### config.mk
export PLATFORM = sky130hd
export DESIGN_NAME = mem_arbiter
export DESIGN_NICKNAME = d
export VERILOG_FILES = /design/src/rtl/mem_arb_defs.sv /design/src/rtl/rr_arb2.sv /design/src/rtl/mem_arbiter.sv
export SDC_FILE = /design/constraint.sdc
export NUM_CORES = 1
export LEC_CHECK = 0
export BUFFER_PORTS_ARGS = -buffer_cell sky130_fd_sc_hd__buf_2
export CAP_MARGIN = 15
export CORE_ASPECT_RATIO = 0.6
export CORE_MARGIN = 2
export CORE_UTILIZATION = 49
export DETAILED_ROUTE_END_ITERATION = 10
export GPL_TIMING_DRIVEN = 0
export PLACE_DENSITY_LB_ADDON = 0.2
export RECOVER_POWER = 100
export SETUP_SLACK_MARGIN = 0.2
export SLEW_MARGIN = 10
export SYNTH_ARGS = -nofsm -noshare
export SYNTH_HDL_FRONTEND = slang
export SYNTH_HIERARCHICAL = 1
export SYNTH_SLANG_ARGS = --single-unit
export TNS_END_PERCENT = 10
### constraint.sdc
create_clock -name clk -period 2.6 [get_ports clk]
set_input_delay 0.52 -clock clk [delete_from_list [all_inputs] [get_ports clk]]
set_output_delay 0.52 -clock clk [all_outputs]
set_load 0.02 [all_outputs]
### src/rtl/mem_arb_defs.sv
// Shared definitions for the memory arbiter: FSM state encodings and owner codes.
package mem_arb_defs;

  typedef enum logic [1:0] {
    ST_IDLE  = 2'd0,
    ST_ISSUE = 2'd1,
    ST_WAIT  = 2'd2,
    ST_RESP  = 2'd3
  } arb_state_e;

  localparam logic OWNER_I = 1'b0;
  localparam logic OWNER_D = 1'b1;

endpackage

### src/rtl/rr_arb2.sv
// Two-request picker: a lone requester wins; ties go to D in priority mode,
// otherwise to the side that was not granted last.
module rr_arb2
  import mem_arb_defs::*;
(
  input  logic [1:0] req_i,     // [0] = I side, [1] = D side
  input  logic       last_i,    // side granted last time
  input  logic       prio_d_i,  // 1 = D always wins a tie
  output logic       grant_c_o
);

  // Combinational winner selection
  always_comb begin
    grant_c_o = OWNER_I;
    case (req_i)
      2'b01:   grant_c_o = OWNER_I;
      2'b10:   grant_c_o = OWNER_D;
      2'b11:   grant_c_o = prio_d_i ? OWNER_D : ~last_i;
      default: grant_c_o = OWNER_I;
    endcase
  end

endmodule

### src/rtl/mem_arbiter.sv
// Arbiter sharing the unified main memory between the I-cache fill path and
// the D-cache fill/writeback path. One access in flight at a time.
module mem_arbiter
  import mem_arb_defs::*;
#(
  parameter int unsigned ADDR_W     = 16,
  parameter int unsigned DATA_W     = 16,
  parameter bit          D_PRIORITY = 1'b0
) (
  input  logic              clk,
  input  logic              rst,
  // instruction side
  input  logic              i_req,
  input  logic [ADDR_W-1:0] i_addr,
  output logic              i_done,
  output logic [DATA_W-1:0] i_rdata,
  // data side
  input  logic              d_req,
  input  logic              d_wr,
  input  logic [ADDR_W-1:0] d_addr,
  input  logic [DATA_W-1:0] d_wdata,
  output logic              d_done,
  output logic [DATA_W-1:0] d_rdata,
  // memory port
  output logic              mem_rd,
  output logic              mem_wr,
  output logic [ADDR_W-1:0] mem_addr,
  output logic [DATA_W-1:0] mem_wdata,
  input  logic              mem_stall,
  input  logic              mem_done,
  input  logic [DATA_W-1:0] mem_rdata,
  // status
  output logic              busy,
  output logic              owner
);

  arb_state_e        state_q;
  logic              owner_q;   // also serves as the round-robin last-grant pointer
  logic              mem_rd_q;
  logic              mem_wr_q;
  logic              i_done_q;
  logic              d_done_q;
  logic [ADDR_W-1:0] addr_q;
  logic [DATA_W-1:0] wdata_q;
  logic              wr_q;
  logic [DATA_W-1:0] i_rdata_q;
  logic [DATA_W-1:0] d_rdata_q;

  logic              grant_d;
  logic [ADDR_W-1:0] addr_d;
  logic              wr_d;
  logic              load_en;
  logic              cap_en;

  rr_arb2 u_pick (
    .req_i     ({d_req, i_req}),
    .last_i    (owner_q),
    .prio_d_i  (D_PRIORITY),
    .grant_c_o (grant_d)
  );

  // Winner's request fields and datapath load enables
  always_comb begin
    addr_d  = (grant_d == OWNER_D) ? d_addr : i_addr;
    wr_d    = (grant_d == OWNER_D) ? d_wr : 1'b0;
    load_en = (state_q == ST_IDLE) && (i_req || d_req);
    cap_en  = (state_q == ST_WAIT) && mem_done;
  end

  // Arbitration FSM with registered strobes, done pulses and owner
  always_ff @(posedge clk) begin
    if (!rst) begin
      state_q  <= ST_IDLE;
      owner_q  <= OWNER_I;
      mem_rd_q <= 1'b0;
      mem_wr_q <= 1'b0;
      i_done_q <= 1'b0;
      d_done_q <= 1'b0;
    end else begin
      i_done_q <= 1'b0;
      d_done_q <= 1'b0;
      case (state_q)
        ST_IDLE: begin
          if (i_req || d_req) begin
            owner_q  <= grant_d;
            mem_rd_q <= ~wr_d;
            mem_wr_q <= wr_d;
            state_q  <= ST_ISSUE;
          end
        end
        ST_ISSUE: begin
          if (!mem_stall) begin
            mem_rd_q <= 1'b0;
            mem_wr_q <= 1'b0;
            state_q  <= ST_WAIT;
          end
        end
        ST_WAIT: begin
          if (mem_done) begin
            i_done_q <= (owner_q == OWNER_I);
            d_done_q <= (owner_q == OWNER_D);
            state_q  <= ST_RESP;
          end
        end
        ST_RESP: state_q <= ST_IDLE;
        default: state_q <= ST_IDLE;
      endcase
    end
  end

  // Latched request fields and captured read data
  always_ff @(posedge clk) begin
    if (!rst) begin
      addr_q    <= '0;
      wdata_q   <= '0;
      wr_q      <= 1'b0;
      i_rdata_q <= '0;
      d_rdata_q <= '0;
    end else begin
      if (load_en) begin
        addr_q  <= addr_d;
        wdata_q <= d_wdata;
        wr_q    <= wr_d;
      end
      if (cap_en && (owner_q == OWNER_I)) i_rdata_q <= mem_rdata;
      if (cap_en && (owner_q == OWNER_D)) d_rdata_q <= mem_rdata;
    end
  end

  assign i_done    = i_done_q;
  assign d_done    = d_done_q;
  assign i_rdata   = i_rdata_q;
  assign d_rdata   = d_rdata_q;
  assign mem_rd    = mem_rd_q;
  assign mem_wr    = mem_wr_q;
  assign mem_addr  = addr_q;
  assign mem_wdata = wr_q ? wdata_q : wdata_q;
  assign owner     = owner_q;
  assign busy      = (state_q != ST_IDLE);

endmodule
==> reports/qor.txt <==
clk buf depth: 2
Die Wd: 104 µm
number of max-cap violations: 0
number of global-route vias before repair: 2694
xor-xnor portion of the synthesized cell area: 0%
EDFF count, synth: 0
share of cells above drive strength 1: 18.8%
initial core utilization: 51.5%
crit-path max FO: 10
CTS Hold Bufs: 0
Final Max Slew Viols: 0
die footprint: 0.00662 mm²
final cell count without fillers: 558
Mapped Cells: 323
Adder-Cell Fraction of Synth Area: 1.28%
clk sink count: 71
ant diodes: 0
post-synthesis sequential area ratio: 48.6%
setup bufs post-CTS: 0
H-tree levels: 3
core area: 0.00568 mm²
Worst Hold Path Cells: 3
global-route wire length before repair: 12.3 mm
Std-Cell Rows: 21
Area Growth Syn to Fin: 29.9%
mux share of post-synthesis cell area: 6.50%
Leakage: 0.00169 µW
Syn Area/Cell: 9.06 µm²
Antenna Nets Post-Route: 0
Worst Path Arrival: 2.22 ns
Final min period: 1.95 ns
Total GRT Usage: 23.5%
Post-synth top flop: dfxtp_1
hold crit path type: input port to flop
Post-route DRC: 0
setup slack, reg-to-reg: 0.65 ns
RR Startpoint: state_q[0]
Pwr Density: 934 mW/mm²
DRT iter0 DRCs: 111
setup violators final: 0
ys async rst share: 0%
CP Capture Type: flop
# resized after CTS: 0
Critical Path Max Stage Delay: 0.43 ns
startpoint types: flop
largest net degree at the start of global routing: 13
routed len/inst: 13.4 µm
TNS Setup: 0 ns
HP Start: d_wdata[4]
main combinational cell family by area after synthesis: compound AO/OA/AOI/OAI gates
routed vias: 2729
complex-gate fraction of the synthesized area: 20.4%
Post-Place Cells: 542
Root Driver: clkbuf_8
CP dominant cell by count: clkbuf_1
Yosys cell types: 26
first-pass iteration count of the detailed router: 4
RSZ-0062 raised after global routing: false
Crit. path cell count: 7
peak supply drop: 0.514 mV
status: completed
syn_nets: 397
Period Utilization, post-route: 75.2%
Ys Warns: 6
cell area after synthesis: 0.00293 mm²
Worst path top cell family by delay: buffers and inverters
Buf/Inv on CP: 3
Crit Path Category: flop to flop
Detailed Route WL: 7.46 mm
antenna violations before repair: 0
gpl congestion: 0.810
critical-path cell list: inv_1, ha_1, and3b_1, clkbuf_1, clkbuf_1, nand2_1, a21boi_0
Vias/cell: 4.89
I/O Buffers: 139
reg2reg path depth: 7
die height: 63.9 µm
total CTS buffers: 9
reg2reg end: i_rdata[11]
IO Pins: 141
Final Hold Fails: 0
clk_lat worst skew: 0.34 ns
# fillers: 559
simple-gate area share of the yosys netlist: 17.8%
Worst Hold End: mem_wdata[4]
Fin Clk Skew: 0.00813 ns
post-DP HPWL: 5.65 mm
Worst-path clk slew: 0.08 ns
CTS tree: done
FF+latch count, synth: 71
Worst Path Required: 2.87 ns
FMAX: 512 MHz
slowest CP cell: clkbuf_1
Congestion Overflow GR: 0
Post-layout nets: 547
-- flip-flops by register name, indices dropped and copies added (netlist names) --
| signal | cells |
|---|---|
| d_rdata | 16 |
| i_rdata | 16 |
| mem_addr | 16 |
| mem_wdata | 16 |
| state_q | 2 |
| d_done | 1 |
| i_done | 1 |
| mem_rd | 1 |
| mem_wr | 1 |
| owner | 1 |
-- tightest hold or removal path, stage by stage --
cell and delay, ns:
buf_2 0.10, nand2_1 0.05, a21boi_1 0.05
-- report_power, final --
group,leakage [µW],total (µW),internal (µW),switching [µW]
combinational,0.00100,1180,396,782
sequential,0.000580,1390,1280,105
clock,0.000110,981,567,414
-- logic make-up after synthesis --
kind of cell             count (synthesis)
AO/OA/AOI/OAI                           72
adder cells (fa/ha/maj)                  3
buffers and inverters                   26
flip-flops                              71
multiplexers                            19
other                                    1
AND/OR/NAND/NOR                        131
-- metal layers --
metal,part of all wire [%],vias up,track usage [%]
li1,-,1370,-
met1,50,1268,30.4
met2,43,83,38.2
met3,6.3,8,7.14
met4,0.99,0,6.76
met5,0,-,0
-- worst max path at each step --
stage	from	to	slack, ns
6_report	state_q[0]	i_rdata[11]	0.65
5_1_grt	state_q[0]	i_rdata[9]	0.35
4_1_cts	state_q[0]	busy	0.79
3_5_place_dp	i_req	mem_addr[13]	0.81
3_3_place_gp	i_req	mem_addr[12]	0.83
2_1_floorplan	i_req	mem_addr[12]	1.09
-- area by class of cell --
class                      instances  area (µm²)  share of cell area, %
buffer                            22        96.3                   2.54
clock buffer                      11         141                   3.72
clock inverter                     5        81.3                   2.14
inverter                           4        15.0                  0.395
multi-input combinational        226        1340                   35.1
sequential                        71        1420                   37.4
tap                               80         100                   2.64
timing repair buffer             139         608                   16.0
-- cells in the final DEF, fill, tap and decap left out, types with 2 or more instances in the layout --
master	count
ha_1	3
o211a_1	17
buf_2	71
mux2i_1	19
bufinv_16	2
inv_1	4
nand2_1	121
and2_1	2
a21boi_0	45
o21a_1	2
nand3_1	2
a21boi_1	4
buf_4	3
clkbuf_8	10
dfxtp_1	71
clkbuf_1	88
-- through the flow --
stage	area (µm²)	worst slack (ns)	hold WS [ns]	utilization, %	power, µW
detailed placement	3720	0.809	0.444	65.6	2710
floorplan	2930	1.09	0.451	-	2280
global placement	3720	0.831	0.437	65.6	2670
global route	3800	0.351	0.408	66.9	3760
CTS	3940	0.790	0.395	69.5	3680
finish	3800	0.645	0.417	66.9	3550
-- cells in the mapped netlist, types with 2 or more instances --
library cell	number	share of area [%]
nand2_1	121	16
dfxtp_1	71	49
a21boi_1	35	9.0
mux2i_1	19	6.5
o211a_1	17	5.8
a21boi_0	14	3.6
buf_4	7	1.8
clkbuf_1	7	0.90
buf_2	5	0.86
inv_1	4	0.51
buf_6	3	1.2
ha_1	3	1.3
and2_1	2	0.43
nand3_1	2	0.34
o21a_1	2	0.51
No activity file was read; power rests on OpenSTA's default activity.
